File: src/rtl/preamble_peak_detector.sv
`default_nettype none
// ============================================================================
// Module   : preamble_peak_detector
// Purpose  : After a threshold crossing, finds the correlation peak inside a
//            fixed window, strobes frame start, then blanks for a hold-off.
// Revision : 1.0 - initial release
// ============================================================================
module preamble_peak_detector #(
    parameter int DATA_SIZE = 16,
    parameter int PEAK_WIN  = 32,
    parameter int HOLDOFF   = 64,
    parameter int CNT_SIZE  = 8
) (
    input  logic                          clk,
    input  logic                          rst_n,
    input  logic                          en,
    input  logic [DATA_SIZE-1:0]          in_corr,
    input  logic [DATA_SIZE-1:0]          in_porog,
    output logic                          out_detect,
    output logic [DATA_SIZE-1:0]          out_peak,
    output logic [$clog2(PEAK_WIN)-1:0]   out_delay,
    output logic                          out_busy,
    output logic [CNT_SIZE-1:0]           out_det_count
);

    localparam int WW = $clog2(PEAK_WIN);
    localparam int HW = (HOLDOFF > 1) ? $clog2(HOLDOFF) : 1;
    localparam logic [WW-1:0] c_win_last  = WW'(PEAK_WIN - 1);
    localparam logic [HW-1:0] c_hold_last = HW'((HOLDOFF > 0) ? HOLDOFF - 1 : 0);

    typedef enum logic [1:0] {
        S_IDLE   = 2'd0,
        S_SEARCH = 2'd1,
        S_HOLD   = 2'd2
    } state_t;

    state_t                r_state;
    logic [DATA_SIZE-1:0]  r_peak;
    logic [WW-1:0]         r_pos;
    logic [WW-1:0]         r_win;
    logic [HW-1:0]         r_hold;

    state_t                w_state_nxt;
    logic [DATA_SIZE-1:0]  w_peak_nxt;
    logic [WW-1:0]         w_pos_nxt;
    logic [WW-1:0]         w_win_nxt;
    logic [HW-1:0]         w_hold_nxt;
    logic                  w_detect_nxt;
    logic [DATA_SIZE-1:0]  w_out_peak_nxt;
    logic [WW-1:0]         w_out_delay_nxt;
    logic [CNT_SIZE-1:0]   w_count_nxt;
    logic [DATA_SIZE-1:0]  w_cand_peak;
    logic [WW-1:0]         w_cand_pos;

    always_ff @(posedge clk or negedge rst_n) begin
        if (!rst_n) begin
            r_state       <= S_IDLE;
            r_peak        <= '0;
            r_pos         <= '0;
            r_win         <= '0;
            r_hold        <= '0;
            out_detect    <= 1'b0;
            out_peak      <= '0;
            out_delay     <= '0;
            out_busy      <= 1'b0;
            out_det_count <= '0;
        end else begin
            r_state       <= w_state_nxt;
            r_peak        <= w_peak_nxt;
            r_pos         <= w_pos_nxt;
            r_win         <= w_win_nxt;
            r_hold        <= w_hold_nxt;
            out_detect    <= w_detect_nxt;
            out_peak      <= w_out_peak_nxt;
            out_delay     <= w_out_delay_nxt;
            out_busy      <= (w_state_nxt != S_IDLE);
            out_det_count <= w_count_nxt;
        end
    end

    // Strict '>' keeps the earliest of equal peaks.
    always_comb begin
        w_cand_peak = (in_corr > r_peak) ? in_corr : r_peak;
        w_cand_pos  = (in_corr > r_peak) ? r_win   : r_pos;
    end

    always_comb begin
        w_state_nxt     = r_state;
        w_peak_nxt      = r_peak;
        w_pos_nxt       = r_pos;
        w_win_nxt       = r_win;
        w_hold_nxt      = r_hold;
        w_detect_nxt    = 1'b0;
        w_out_peak_nxt  = out_peak;
        w_out_delay_nxt = out_delay;
        w_count_nxt     = out_det_count;
        if (en) begin
            case (r_state)
                S_IDLE: begin
                    if (in_corr > in_porog) begin
                        w_state_nxt = S_SEARCH;
                        w_peak_nxt  = in_corr;
                        w_pos_nxt   = '0;
                        w_win_nxt   = WW'(1);
                    end
                end
                S_SEARCH: begin
                    w_peak_nxt = w_cand_peak;
                    w_pos_nxt  = w_cand_pos;
                    if (r_win == c_win_last) begin
                        w_detect_nxt    = 1'b1;
                        w_out_peak_nxt  = w_cand_peak;
                        w_out_delay_nxt = c_win_last - w_cand_pos;
                        w_count_nxt     = out_det_count + 1'b1;
                        w_hold_nxt      = '0;
                        w_state_nxt     = (HOLDOFF == 0) ? S_IDLE : S_HOLD;
                    end else begin
                        w_win_nxt = r_win + 1'b1;
                    end
                end
                S_HOLD: begin
                    w_hold_nxt = r_hold + 1'b1;
                    if (r_hold == c_hold_last) begin
                        w_state_nxt = S_IDLE;
                    end
                end
                default: begin
                    w_state_nxt = S_IDLE;
                end
            endcase
        end
    end

endmodule
`default_nettype wire
File: config.mk
export PLATFORM = sky130hd
export DESIGN_NAME = preamble_peak_detector
export DESIGN_NICKNAME = d
export VERILOG_FILES = /design/src/rtl/preamble_peak_detector.sv
export SDC_FILE = /design/constraint.sdc
export NUM_CORES = 1
export LEC_CHECK = 0
export ABC_AREA = 1
export ABC_CLOCK_PERIOD_IN_PS = 2300
export CAP_MARGIN = 40
export CORE_UTILIZATION = 30
export CTS_CLUSTER_SIZE = 16
export DETAILED_ROUTE_END_ITERATION = 8
export SLEW_MARGIN = 20
export SYNTH_ARGS = -nofsm -noshare
export SYNTH_HDL_FRONTEND = slang
export SYNTH_SLANG_ARGS = --single-unit
export TNS_END_PERCENT = 10
File: constraint.sdc
create_clock -name clk -period 2.3 [get_ports clk]
set_input_delay 0.46 -clock clk [delete_from_list [all_inputs] [get_ports clk]]
set_output_delay 0.46 -clock clk [all_outputs]
set_load 0.02 [all_outputs]
Yosys cells after proc, flatten, opt, wreduce, memory -nomap -nowiden
Cells that the tools add are included.
- bits in registers: 65
- input port bits: 35
- output and inout port bits: 31
- logic and storage cells: 50
- $add $sub $neg: 4
- $lt $le $gt $ge: 2
- eq/ne operators: 7
- mux-type cells: 19
- reductions and logical operators: 8
- operators with widths (kind ; count):
    $gt A16 B16 Y1 ; 2
    $mux W16 ; 2
    $pmux W16 S2 ; 1
    $mux W5 ; 4
    $pmux W5 S2 ; 2
    $pmux W6 S2 ; 1
    $reduce_and A3 Y1 ; 3
    $add A8 B1 Y8 const B ; 1
    $mux W2 ; 4
    $add A6 B1 Y6 const B ; 1
    $eq A6 B6 Y1 const B ; 1
    $mux W6 ; 1
    $ne A2 B2 Y1 const B ; 3
    $pmux W2 S3 ; 1
    $reduce_bool A2 Y1 ; 3
    $add A5 B1 Y5 const B ; 1
    $eq A5 B5 Y1 const B ; 1
    $sub A5 B5 Y5 const A ; 1
    $reduce_and A4 Y1 ; 1
    $mux W1 ; 3
    $eq A2 B1 Y1 const B ; 1
    $eq A2 B2 Y1 const B ; 1
    $logic_not A2 Y1 ; 1

Logic depth before layout (Yosys ltp)
Gate-level depths: netlist of the first run.
- depth after elaboration: 5
- mapped depth: 18

Least setup slack after synthesis of the first run
No wires, ideal clock.
- kind: input -> register
- start point: input port in_corr[15]
- end point: register r_pos[4]
- setup time: 0.124 ns
- arrival time: 1.694 ns
- data required time: 2.176 ns
- path slack: 0.482 ns
- cell stages on the path: 10
- cell sequence: ha_1 -> a21oi_1 -> o21ai_0 -> nor2_2 -> nand2_4 -> nand2_4 -> buf_6 -> nand2_1 -> o211ai_1 -> nand2_1
- word-level cells in the longest chain between the ends: 3
- elaborated cells between the ends (all ways): 6
- ends and longest elaborated chain (element ; line ; source):
    start, declared ; 17 ; input logic [DATA_SIZE-1:0] in_corr,
    $gt A16 B16 Y1, on equally long branches ; 84, 100 ;
    $mux W5 / $ne A2 B2 Y1 (equally long branches) ; -- ;
    $pmux W5 S2 / $reduce_and A3 Y1 (equally long branches) ; -- ;
    end signal, assigned ; 70 ; r_pos <= w_pos_nxt;
    end, declared ; 39 ; logic [WW-1:0] r_pos;
Parallel ways exist; a longest one is shown, timed or not.
A chain may end at the register's enable or synchronous reset.

Worst setup path in the final report of the first run
- start point: input port in_corr[11]
- end point: register r_peak[4]
- word-level cells in the longest chain between the ends: 3
- elaborated cells between the ends (all ways): 6
- ends and longest elaborated chain (element ; line ; source):
    $gt A16 B16 Y1, on equally long branches ; 83, 100 ;
    $mux W16 / $ne A2 B2 Y1 (equally long branches) ; -- ;
    $pmux W16 S2 / $reduce_and A3 Y1 (equally long branches) ; -- ;
    end signal, assigned ; 69 ; r_peak <= w_peak_nxt;
    end, declared ; 38 ; logic [DATA_SIZE-1:0] r_peak;
Parallel ways exist; a longest one is shown, timed or not.

==> insert_results.sql, run 1 <==
INSERT INTO impl_metrics (metric_group, metric, value, unit) VALUES
('route', 'detail_route.vias_per_cell', '4.68', ''),
('power_and_ir_drop', 'power.density_cell_area', '768', 'nW/um^2'),
('synthesis', 'synth_sequential_area_ratio', '40.5', '%'),
('placement', 'gp_routability_congestion', '0.799', ''),
('worst_setup_path', 'r2r.worst_path.cells', '12', ''),
('synthesis', 'ys_async_sr_fraction', '100', '%'),
('route', 'drt_drc_violations_left', '0', ''),
('clocking', 'insertion_delay', '0.33', 'ns'),
('worst_setup_path', 'timing.rr.start', 'r_win[0]$_DFFE_PN0P_', ''),
('worst_setup_path', 'worst_setup_path_startpoint', 'in_corr[11]', ''),
('sta', 'setup_violations', '0', ''),
('clocking', 'tritoncts', 'built', ''),
('worst_setup_path', 'worstSetupStartpointType', 'input port', ''),
('synthesis', 'post-synth-top-area-cell', 'dfrtp_1', ''),
('placement', 'portBuffers', '65', ''),
('synthesis', 'synth_top_area_share', '40.5', '%'),
('global_route', 'initial_antenna_violation_count', '0', ''),
('floorplan', 'boundaryPins', '66', ''),
('power_and_ir_drop', 'p_leak', '0.00279', 'uW'),
('route', 'first_pass_iters', '4', ''),
('worst_setup_path', 'critical_path_class', 'in -> reg', ''),
('sta', 'fin_max_slew_vios', '0', ''),
('synthesis', 'yosys-top-cells-area', 'dfrtp_1 41%, nand2_1 12%, ha_1 11%', ''),
('floorplan', 'die_x', '118', 'um'),
('final_layout', 'area_growth_syn_to_layout', '34.7', '%'),
('floorplan', 'fp.dieArea', '13800', 'um^2'),
('sta', 'final_period_util', '94.8', '%'),
('clocking', 'cts-root-to-sink-buffers', '2', ''),
('worst_setup_path', 'cpPeakStageDelay', '0.48', 'ns'),
('worst_setup_path', 'cell_chain_critical_path', 'clkdlybuf4s50_1 -> ha_1 -> a21oi_1 -> nand2_1 -> a21oi_1 -> nand2_1 -> nand2_1 -> nand2_2 -> nand2_4 -> buf_12 -> nor2_1 -> nand2_1 -> nand2_1', ''),
('worst_setup_path', 'setup.worst_path.end_class', 'flop', ''),
('clocking', 'cts_made_buffers', '9', ''),
('sta', 'fmax', '459', 'MHz'),
('global_route', 'grt_remaining_overflow', '0', ''),
('clocking', 'cts_max_level', '3', ''),
('clocking', 'cts.sinks', '65', ''),
('floorplan', 'die_height', '118', 'um'),
('worst_setup_path', 'terminus_of_the_critical_flop_to_flop_path', 'r_hold[5]$_DFFE_PN0P_', ''),
('sta', 'rsz_0062_raised_after_global_routing', 'false', ''),
('status', 'outcome', 'complete, no violations', ''),
('synthesis', 'postSynthRegisterBits', '65', ''),
('synthesis', 'ys_warn_count', '0', ''),
('final_layout', 'fin_cells', '782', ''),
('clocking', 'post_cts_hold_buffer_count', '0', ''),
('worst_setup_path', 'path_max_fanout', '21', ''),
('synthesis', 'number_of_distinct_library_cell_variants_in_the_gate_level_netlist_after_synthesis', '34', ''),
('floorplan', 'row_count', '41', ''),
('global_route', 'grt_pass1_vias', '3725', ''),
('synthesis', 'mappedNetlistNets', '588', ''),
('synthesis', 'ys.flop_type', 'dfrtp_1', ''),
('final_layout', 'final_util', '42.1', '%'),
('synthesis', 'synth_top_cells_by_count', '128 x nand2_1, 65 x dfrtp_1, 62 x inv_1', ''),
('placement', 'place_hpwl', '7.12', 'mm'),
('sta', 'clock_skew', '0.0102', 'ns'),
('global_route', 'grt_start_max_net_pins', '66', ''),
('route', 'vias', '3661', ''),
('final_layout', 'final_layout_size_suffix_gt1_share', '12.1', '%'),
('synthesis', 'yosysMostFrequentCell', 'nand2_1', ''),
('synthesis', 'synthCells', '517', ''),
('sta', 'timing_hold_violations_final', '0', ''),
('route', 'totalWireLength', '9.73', 'mm'),
('sta', 'fin_hold_ws', '0.141', 'ns'),
('worst_setup_path', 'slowest_stage', 'clkdlybuf4s50_1', ''),
('final_layout', 'antenna_cells_inserted', '0', ''),
('placement', 'dpl-instance-area', '5060', 'um^2'),
('flow_run', 'max_cap_violations', '0', ''),
('clocking', 'path_clk_slew', '0.05', 'ns'),
('global_route', 'grt_usage', '15.2', '%'),
('worst_setup_path', 'critical-path-top-cell-by-count', 'nand2_1', ''),
('sta', 'final.min_clock_period', '2.18', 'ns'),
('worst_hold_path', 'worst_hold_path_type', 'in -> async', '');
-- power by group --
part	switching (uW)	leakage [uW]	total, uW	internal, uW
logic	754	0.00179	1290	531
registers	140	0.000843	1440	1300
clock network	481	0.000158	1430	949
total	1380	0.00279	4150	2780
-- state kept, by name (all words and copies together), names as in the netlist --
register and cells:
out_peak 16, r_peak 16, out_det_count 8, r_hold 6
out_delay 5, r_pos 5, r_win 5, r_state 2
out_busy 1, out_detect 1
-- routing by layer --
metal | share of wire (%) | up-vias | global-route usage, %
met5 | 0 | - | 0
met4 | 2.0 | 0 | 6.17
met3 | 4.3 | 15 | 3.34
met2 | 49 | 88 | 26.0
met1 | 44 | 1711 | 18.3
li1 | - | 1847 | -
-- area by class of cell --
type / instances / area [um^2]
timing repair buffer: 93 / 932
clock buffer: 13 / 280
fill: 1264 / 7420
sequential: 65 / 1630
clock inverter: 2 / 35.0
multi-input combinational: 374 / 2080
inverter: 63 / 236
tap: 172 / 215
-- cells in the final DEF, fill, tap and decap left out, types with 5 or more instances in the layout --
master           netlist  layout
nand2_1              128     127
clkbuf_16              0       9
a21oi_1               19      19
clkdlybuf4s50_1        0      60
o21ai_1                6       6
dfrtp_1               65      65
buf_4                  1      22
nor2_1                61      61
o21ai_0               12      12
xor2_1                 5       5
nand3_1               46      46
inv_1                 62      62
buf_12                 0       5
ha_1                  36      35
a31oi_1               16      16
nand2_2               15      15
-- cells by family (layout without fill, tap and decap cells) --
logic type	Yosys count	in the layout	synth area share, %
adder cells (fa/ha/maj)	36	36	11.2
AND/OR/NAND/NOR	269	269	29.7
buffers and inverters	78	171	8.14
flip-flops	65	65	40.5
AO/OA/AOI/OAI	62	62	8.82
XOR/XNOR	7	7	1.53
-- worst max-delay path by stage --
stage               depth (start not counted)                      to
floorplan                                  10    r_pos[4]$_DFFE_PN0P_
global placement                           17   r_peak[6]$_DFFE_PN0P_
detailed placement                         11  r_peak[14]$_DFFE_PN0P_
CTS                                        11   r_peak[4]$_DFFE_PN0P_
global route                               16   r_peak[5]$_DFFE_PN0P_
finish                                     13   r_peak[4]$_DFFE_PN0P_
-- worst max-delay path, delay by kind of cell --
family | cells | cell delay [ns]
buffers and inverters | 2 | 0.63
and+or+nand+nor | 8 | 0.61
adders and majority gates | 1 | 0.36
AOI/OAI and AO/OA | 2 | 0.31
-- through the flow --
| stage | power [uW] | setup TNS, ns | setup slack [ns] |
|---|---|---|---|
| floorplan | 2320 | 0 | 0.482 |
| global placement | 2680 | -6.83 | -0.189 |
| detailed placement | 2730 | -9.59 | -0.266 |
| CTS | 4180 | 0 | 0.0824 |
| global route | 4460 | 0 | 0.00580 |
| finish | 4150 | 0 | 0.119 |
-- repair_timing --
action | in CTS | in global routing
endpoints found under the setup margin | 0 | 21
endpoints found under the hold margin | 0 | 0
resized for setup | 0 | 8
setup buffers | 0 | 0
Power figures use the tool's default switching activity.
==> run 2, diff against run 1 <==
- PLACE_DENSITY: unset -> 0.53
==> run 2 against run 1 <==
  * Worst hold slack got worse by 0.045 ns
  * Sequential cell count stayed put
  * Critical path type unchanged
  * Power barely moved
  * Largest power group unchanged
  * Final cell count up 0.77%
  * Routed wire length up 2.6%
  * Clock power barely moved
  * Non-clock buffer count increased by 5
  * Fmax up 1.9%
  * First-iteration DRC count fell by 13%
  * Die area did not move
  * Combinational power about the same
  * Clock skew up 0.00053 ns
==> insert_results.sql, run 2 (synthesis results as in run 1) <==
INSERT INTO impl_metrics (metric_group, metric, value, unit) VALUES
('clocking', 'tritoncts', 'built', ''),
('worst_setup_path', 'worst_ep_required_time', '2.51', 'ns'),
('route', 'drt_iter0_drc', '187', ''),
('placement', 'gp_routability_congestion', '0.767', ''),
('route', 'drt_drc_violations_left', '0', ''),
('worst_setup_path', 'worstSetupStartpointType', 'input port', ''),
('final_layout', 'regArea', '1630', 'um^2'),
('final_layout', 'antenna_cells_inserted', '0', ''),
('floorplan', 'die_height', '118', 'um'),
('global_route', 'grt_pass1_vias', '3644', ''),
('route', 'first_pass_iters', '4', ''),
('final_layout', 'fill_cells', '1262', ''),
('final_layout', 'most-common-layout-cells', '128 x nand2_1, 65 x dfrtp_1, 62 x inv_1', ''),
('worst_setup_path', 'cpPeakStageDelay', '0.49', 'ns'),
('worst_setup_path', 'terminus_of_the_critical_flop_to_flop_path', 'r_hold[5]$_DFFE_PN0P_', ''),
('floorplan', 'core_area', '12800', 'um^2'),
('worst_setup_path', 'path_max_fanout', '6', ''),
('final_layout', 'largest_registers', 'out_peak (16), r_peak (16), out_det_count (8)', ''),
('power_and_ir_drop', 'p_clk_share', '34.2', '%'),
('final_layout', 'fin_cells', '788', ''),
('placement', 'dpl_worst_slack', '-0.271', 'ns'),
('worst_setup_path', 'timing.reg2reg.setup_slack', '0.23', 'ns'),
('worst_setup_path', 'critical_path_buf_inv_count', '3', ''),
('power_and_ir_drop', 'switching_share_of_power', '33.7', '%'),
('sta', 'fmax', '468', 'MHz'),
('floorplan', 'row_count', '41', ''),
('route', 'detail_route.vias_per_cell', '4.61', ''),
('route', 'ant_nets', '0', ''),
('power_and_ir_drop', 'power.density_cell_area', '765', 'nW/um^2'),
('worst_setup_path', 'cpLargestDelayFamily', 'simple AND/OR/NAND/NOR gates', ''),
('power_and_ir_drop', 'power_frac_comb', '31.3', '%'),
('power_and_ir_drop', 'max-vdd-ir-drop', '0.363', 'mV'),
('sta', 'tightest_slew', '0.498', 'ns'),
('global_route', 'initial_antenna_violation_count', '0', ''),
('placement', 'portBuffers', '65', ''),
('worst_setup_path', 'critical-path-top-cell-by-count', 'nand2_1', ''),
('sta', 'fin_max_slew_vios', '0', ''),
('final_layout', 'finalNetCount', '682', ''),
('sta', 'rsz_0062_raised_after_global_routing', 'true', ''),
('placement', 'dp_cells', '772', ''),
('final_layout', 'multi_input_area', '2080', 'um^2'),
('sta', 'final.min_clock_period', '2.14', 'ns'),
('clocking', 'cts_max_level', '3', ''),
('route', 'totalWireLength', '9.99', 'mm'),
('worst_setup_path', 'r2r.worst_path.cells', '12', ''),
('clocking', 'cts_setup_buffers', '0', ''),
('sta', 'timing.final.ws_setup', '0.161', 'ns'),
('power_and_ir_drop', 'power_report.internal_total', '2750', 'uW'),
('sta', 'final.setup.tns', '0', 'ns'),
('final_layout', 'area_growth_syn_to_layout', '35.4', '%'),
('status', 'outcome', 'complete, no violations', ''),
('sta', 'setup_violations', '0', ''),
('worst_setup_path', 'slowest_stage', 'clkdlybuf4s50_1', ''),
('worst_setup_path', 'critical_path_class', 'in -> reg', ''),
('route', 'vias', '3633', ''),
('floorplan', 'boundaryPins', '66', ''),
('sta', 'timing_hold_violations_final', '0', ''),
('clocking', 'post_cts_hold_buffer_count', '0', ''),
('clocking', 'path_clk_slew', '0.05', 'ns'),
('global_route', 'grt_usage', '15.2', '%'),
('clocking', 'cts.sinks', '65', ''),
('power_and_ir_drop', 'p_leak', '0.00278', 'uW'),
('flow_run', 'max_cap_violations', '0', ''),
('final_layout', 'final_layout_size_suffix_gt1_share', '13.3', '%'),
('worst_setup_path', 'cell_chain_critical_path', 'clkdlybuf4s50_1 -> ha_1 -> nand2_1 -> inv_1 -> nand2_1 -> nand2_1 -> nand2_1 -> nand2_1 -> nand2_2 -> nand2_4 -> nand2_4 -> buf_4 -> nand2_1 -> nand3_1 -> nand2_1 -> nand2_1', ''),
('power_and_ir_drop', 'p_sw', '1400', 'uW'),
('sta', 'slew_headroom', '66.8', '%'),
('final_layout', 'layout.cells.most_common', 'nand2_1', ''),
('placement', 'place_hpwl', '7.42', 'mm'),
('global_route', 'grt_remaining_overflow', '0', ''),
('worst_setup_path', 'setup.worst_path.end_class', 'flop', ''),
('sta', 'final_period_util', '93.0', '%'),
('route', 'wire_per_inst', '12.7', 'um'),
('global_route', 'grt_first_pass_wirelength', '16.9', 'mm'),
('floorplan', 'initial_utilization', '31.3', '%'),
('floorplan', 'die_x', '118', 'um'),
('clocking', 'insertion_delay', '0.33', 'ns'),
('floorplan', 'fp.dieArea', '13800', 'um^2'),
('clocking', 'clock_tree.root_cell', 'clkbuf_16', ''),
('clocking', 'cts_made_buffers', '9', ''),
('power_and_ir_drop', 'seq_power_share', '34.5', '%'),
('global_route', 'grt_start_max_net_pins', '41', ''),
('worst_setup_path', 'timing.rr.start', 'r_win[0]$_DFFE_PN0P_', ''),
('worst_hold_path', 'worst_hold_path_type', 'in -> async', ''),
('sta', 'clock_skew', '0.0108', 'ns'),
('sta', 'fin_hold_ws', '0.0967', 'ns'),
('clocking', 'cts-root-to-sink-buffers', '2', ''),
('worst_setup_path', 'critPathArrivalTime', '2.35', 'ns');
run 2: changes by cell type in the layout (fill, tap and decap cells not counted), sizes merged:
cell,delta
buf,+5
clkbuf,-1
dlymetal6s2s,-1
clkinvlp,+2
clkdlybuf4s50,+1
run 2: through the flow:
step / area (um^2) / util, % / power, uW
finish: 5430 / 42.4 / 4160
global route: 5430 / 42.4 / 4450
CTS: 5400 / 42.1 / 4190
detailed placement: 5080 / 39.6 / 2740
global placement: 5080 / 39.6 / 2700
floorplan: 4010 / - / 2320
run 2: power groups by stage:
stage	logic (uW)	clock network, uW	registers, uW
after floorplan	902	0	1420
after global placement	1260	0	1450
after detailed placement	1290	0	1450
after CTS	1300	1450	1430
after global routing	1490	1510	1460
final	1300	1420	1430
run 2: layout make-up:
class / count / share of cell area, %
Multi-Input combinational cell: 374 / 38.4
Sequential cell: 65 / 29.9
Timing Repair Buffer: 98 / 17.6
Clock buffer: 12 / 4.90
Inverter: 63 / 4.35
Tap cell: 172 / 3.96
Clock inverter: 4 / 0.921
run 2: routing by layer:
layer	vias up	share of wire (%)	GRT usage, %
met5	-	0	0
met4	0	1.5	5.13
met3	12	2.9	3.68
met2	55	49	26.8
met1	1706	46	18.0
li1	1860	-	-
run 2: how the worst max path moves through the flow:
stage | startpoint | end | slack, ns | cells past startpoint
2_1_floorplan | in_corr[15] | r_pos[4]$_DFFE_PN0P_ | 0.48 | 10
6_report | in_corr[3] | r_peak[15]$_DFFE_PN0P_ | 0.16 | 16
3_3_place_gp | in_corr[15] | r_win[1]$_DFFE_PN0P_ | -0.22 | 12
5_1_grt | r_win[0]$_DFFE_PN0P_ | out_det_count[6]$_DFFE_PN0P_ | -0.004 | 11
3_5_place_dp | in_corr[15] | r_peak[1]$_DFFE_PN0P_ | -0.27 | 13
4_1_cts | in_corr[15] | r_peak[15]$_DFFE_PN0P_ | 0.07 | 13
run 2: what timing repair did:
action                                  CTS  global route
hold endpoints to repair                  0             0
endpoints found under the setup margin    0            26
resized for setup                         0             8
==> run 3, diff against run 2 <==
- SLEW_MARGIN: 20 -> 10
- TNS_END_PERCENT: 10 -> unset
==> run 3 against run 2 <==
  * Sequential share of layout area is essentially flat
  * Final area is essentially flat
  * Final cell count did not move
  * Fmax is 0.20% lower
  * Via count rose by 0.69%
  * Register-to-register slack barely moved
  * Clock power barely moved
  * Combinational power about the same
  * Critical path type unchanged
  * Largest cell class unchanged
  * Highest routed layer unchanged
==> insert_results.sql, run 3 (synthesis results as in run 1) <==
INSERT INTO impl_metrics (metric_group, metric, value, unit) VALUES
('status', 'outcome', 'complete, no violations', ''),
('worst_setup_path', 'cpLargestDelayFamily', 'simple AND/OR/NAND/NOR gates', ''),
('global_route', 'grt_first_pass_wirelength', '16.9', 'mm'),
('sta', 'timing_hold_violations_final', '0', ''),
('clocking', 'path_clk_slew', '0.05', 'ns'),
('sta', 'final_period_util', '93.2', '%'),
('sta', 'setup_violations', '0', ''),
('placement', 'dpl-instance-area', '5080', 'um^2'),
('sta', 'fmax', '467', 'MHz'),
('floorplan', 'fp.dieArea', '13800', 'um^2'),
('worst_setup_path', 'critPathArrivalTime', '2.35', 'ns'),
('worst_setup_path', 'cell_chain_critical_path', 'clkdlybuf4s50_1 -> ha_1 -> nand2_1 -> inv_1 -> nand2_1 -> nand2_1 -> nand2_1 -> nand2_1 -> nand2_2 -> nand2_4 -> nand2_4 -> buf_4 -> nand2_1 -> nand3_1 -> nand2_1 -> nand2_1', ''),
('clocking', 'cts-root-to-sink-buffers', '2', ''),
('placement', 'gp_routability_congestion', '0.767', ''),
('route', 'detail_route.vias_per_cell', '4.64', ''),
('sta', 'final.setup.tns', '0', 'ns'),
('final_layout', 'final_layout_size_suffix_gt1_share', '13.5', '%'),
('clocking', 'post_cts_hold_buffer_count', '0', ''),
('floorplan', 'boundaryPins', '66', ''),
('final_layout', 'area_growth_syn_to_layout', '35.5', '%'),
('global_route', 'initial_antenna_violation_count', '0', ''),
('final_layout', 'antenna_cells_inserted', '0', ''),
('route', 'route.layer.met1.wl', '4.61', 'mm'),
('global_route', 'grt_remaining_overflow', '0', ''),
('worst_hold_path', 'worst_hold_path_type', 'in -> async', ''),
('sta', 'final.min_clock_period', '2.14', 'ns'),
('flow_run', 'max_cap_violations', '0', ''),
('clocking', 'cts_max_level', '3', ''),
('floorplan', 'core_area', '12800', 'um^2'),
('power_and_ir_drop', 'power.density_cell_area', '765', 'nW/um^2'),
('route', 'drt_drc_violations_left', '0', ''),
('worst_setup_path', 'critical_path_class', 'in -> reg', ''),
('global_route', 'grt_usage', '15.2', '%'),
('clocking', 'insertion_delay', '0.33', 'ns'),
('clocking', 'cts.sinks', '65', ''),
('worst_setup_path', 'setup.worst_path.end_class', 'flop', ''),
('placement', 'place_hpwl', '7.42', 'mm'),
('sta', 'fin_max_slew_vios', '0', ''),
('sta', 'fin_hold_ws', '0.0960', 'ns'),
('worst_setup_path', 'path_max_fanout', '6', ''),
('global_route', 'grt_pass1_vias', '3644', ''),
('sta', 'clock_skew', '0.0113', 'ns'),
('power_and_ir_drop', 'p_leak', '0.00279', 'uW'),
('worst_setup_path', 'critical-path-top-cell-by-count', 'nand2_1', ''),
('clocking', 'tritoncts', 'built', ''),
('sta', 'slew_headroom', '67.0', '%'),
('power_and_ir_drop', 'power_report.internal_total', '2750', 'uW'),
('route', 'dr.max_layer_used', 'met4', ''),
('clocking', 'clock_tree.root_cell', 'clkbuf_16', ''),
('power_and_ir_drop', 'switching_share_of_power', '33.8', '%'),
('power_and_ir_drop', 'max-vdd-ir-drop', '0.363', 'mV'),
('power_and_ir_drop', 'seq_power_share', '34.5', '%'),
('clocking', 'cts_setup_buffers', '0', ''),
('placement', 'portBuffers', '65', ''),
('worst_setup_path', 'cpPeakStageDelay', '0.49', 'ns'),
('floorplan', 'row_count', '41', ''),
('route', 'first_pass_iters', '4', ''),
('sta', 'tightest_slew', '0.495', 'ns'),
('power_and_ir_drop', 'total_power_of_the_final_layout', '4160', 'uW'),
('final_layout', 'finalNetCount', '682', ''),
('final_layout', 'finish.instance_area', '5440', 'um^2'),
('power_and_ir_drop', 'p_sw', '1400', 'uW'),
('route', 'wl_met2', '4.93', 'mm'),
('worst_setup_path', 'worstSetupStartpointType', 'input port', ''),
('worst_setup_path', 'timing.rr.start', 'r_win[0]$_DFFE_PN0P_', ''),
('route', 'drt_iter0_drc', '168', ''),
('final_layout', 'most-common-layout-cells', '128 x nand2_1, 65 x dfrtp_1, 62 x inv_1', ''),
('global_route', 'grt_start_max_net_pins', '41', ''),
('worst_setup_path', 'slowest_stage', 'clkdlybuf4s50_1', ''),
('worst_setup_path', 'worst_ep_required_time', '2.51', 'ns'),
('final_layout', 'layout.cells.most_common', 'nand2_1', ''),
('sta', 'rsz_0062_raised_after_global_routing', 'false', ''),
('route', 'totalWireLength', '9.98', 'mm'),
('power_and_ir_drop', 'power_frac_comb', '31.4', '%'),
('floorplan', 'initial_utilization', '31.3', '%'),
('final_layout', 'largest_registers', 'out_peak (16), r_peak (16), out_det_count (8)', ''),
('clocking', 'cts_made_buffers', '9', ''),
('route', 'ant_nets', '0', ''),
('worst_setup_path', 'worst_setup_path_startpoint', 'in_corr[3]', ''),
('floorplan', 'die_x', '118', 'um'),
('route', 'met3WireLength', '316', 'um'),
('power_and_ir_drop', 'p_clk_share', '34.2', '%'),
('route', 'wire_per_inst', '12.7', 'um'),
('floorplan', 'die_height', '118', 'um'),
('route', 'vias', '3658', ''),
('worst_setup_path', 'critical_path_buf_inv_count', '3', '');
==> run 3: power groups by stage <==
stage	clock network, uW	logic (uW)	registers (uW)
floorplan	0	902	1420
global placement	0	1260	1450
detailed placement	0	1290	1450
CTS	1450	1300	1430
global route	1510	1490	1460
finish	1420	1300	1430
==> run 3: path summary, 6_finish.rpt <==
check / slack, ns / cells after the start / to
min in group clk: 0.48 / 1 / out_det_count[7]$_DFFE_PN0P_
setup reg to reg: 0.24 / 12 / r_hold[5]$_DFFE_PN0P_
max in group asynchronous: 1.59 / 2 / out_det_count[0]$_DFFE_PN0P_
hold / removal: 0.1 / 1 / r_peak[9]$_DFFE_PN0P_
setup / recovery: 0.16 / 16 / r_peak[15]$_DFFE_PN0P_
hold reg to reg: 0.48 / 1 / out_det_count[7]$_DFFE_PN0P_
==> run 3: final cells by class <==
| class | instances | area (um^2) |
|---|---|---|
| fill | 1260 | 7390 |
| clock inverter | 4 | 50.0 |
| sequential | 65 | 1630 |
| tap | 172 | 215 |
| inverter | 63 | 236 |
| multi-input combinational | 374 | 2090 |
| timing repair buffer | 98 | 955 |
| clock buffer | 12 | 267 |
==> run 3: routing by layer <==
| metal | track usage (%) | up-vias |
|---|---|---|
| met5 | 0 | - |
| met4 | 5.13 | 0 |
| met3 | 3.68 | 10 |
| met2 | 26.8 | 70 |
| met1 | 18.0 | 1719 |
| li1 | - | 1859 |
==> run 3: stage by stage <==
stage,util (%),cells,worst slack (ns)
2_1_floorplan,-,517,0.482
3_3_place_gp,39.6,772,-0.217
3_5_place_dp,39.6,772,-0.271
4_1_cts,42.1,788,0.0690
5_1_grt,42.4,788,0.00737
6_report,42.4,788,0.157
==> run 3: what timing repair did <==
item                                    4_1_cts  5_1_grt
endpoints found under the hold margin         0        0
endpoints found under the setup margin        0       26
gates resized for setup                       0        9
==> run 3: worst register-to-register path, cell delays in order (launching register included) <==
cell and delay (ns):
dfrtp_1 0.42, ha_1 0.21, nand2_1 0.06, nor2_1 0.10
ha_1 0.17, inv_1 0.05, nor2_2 0.13, nand2_2 0.17
nand2_1 0.18, and3_1 0.21, nand2_1 0.07, o21ai_0 0.14
a21oi_1 0.05
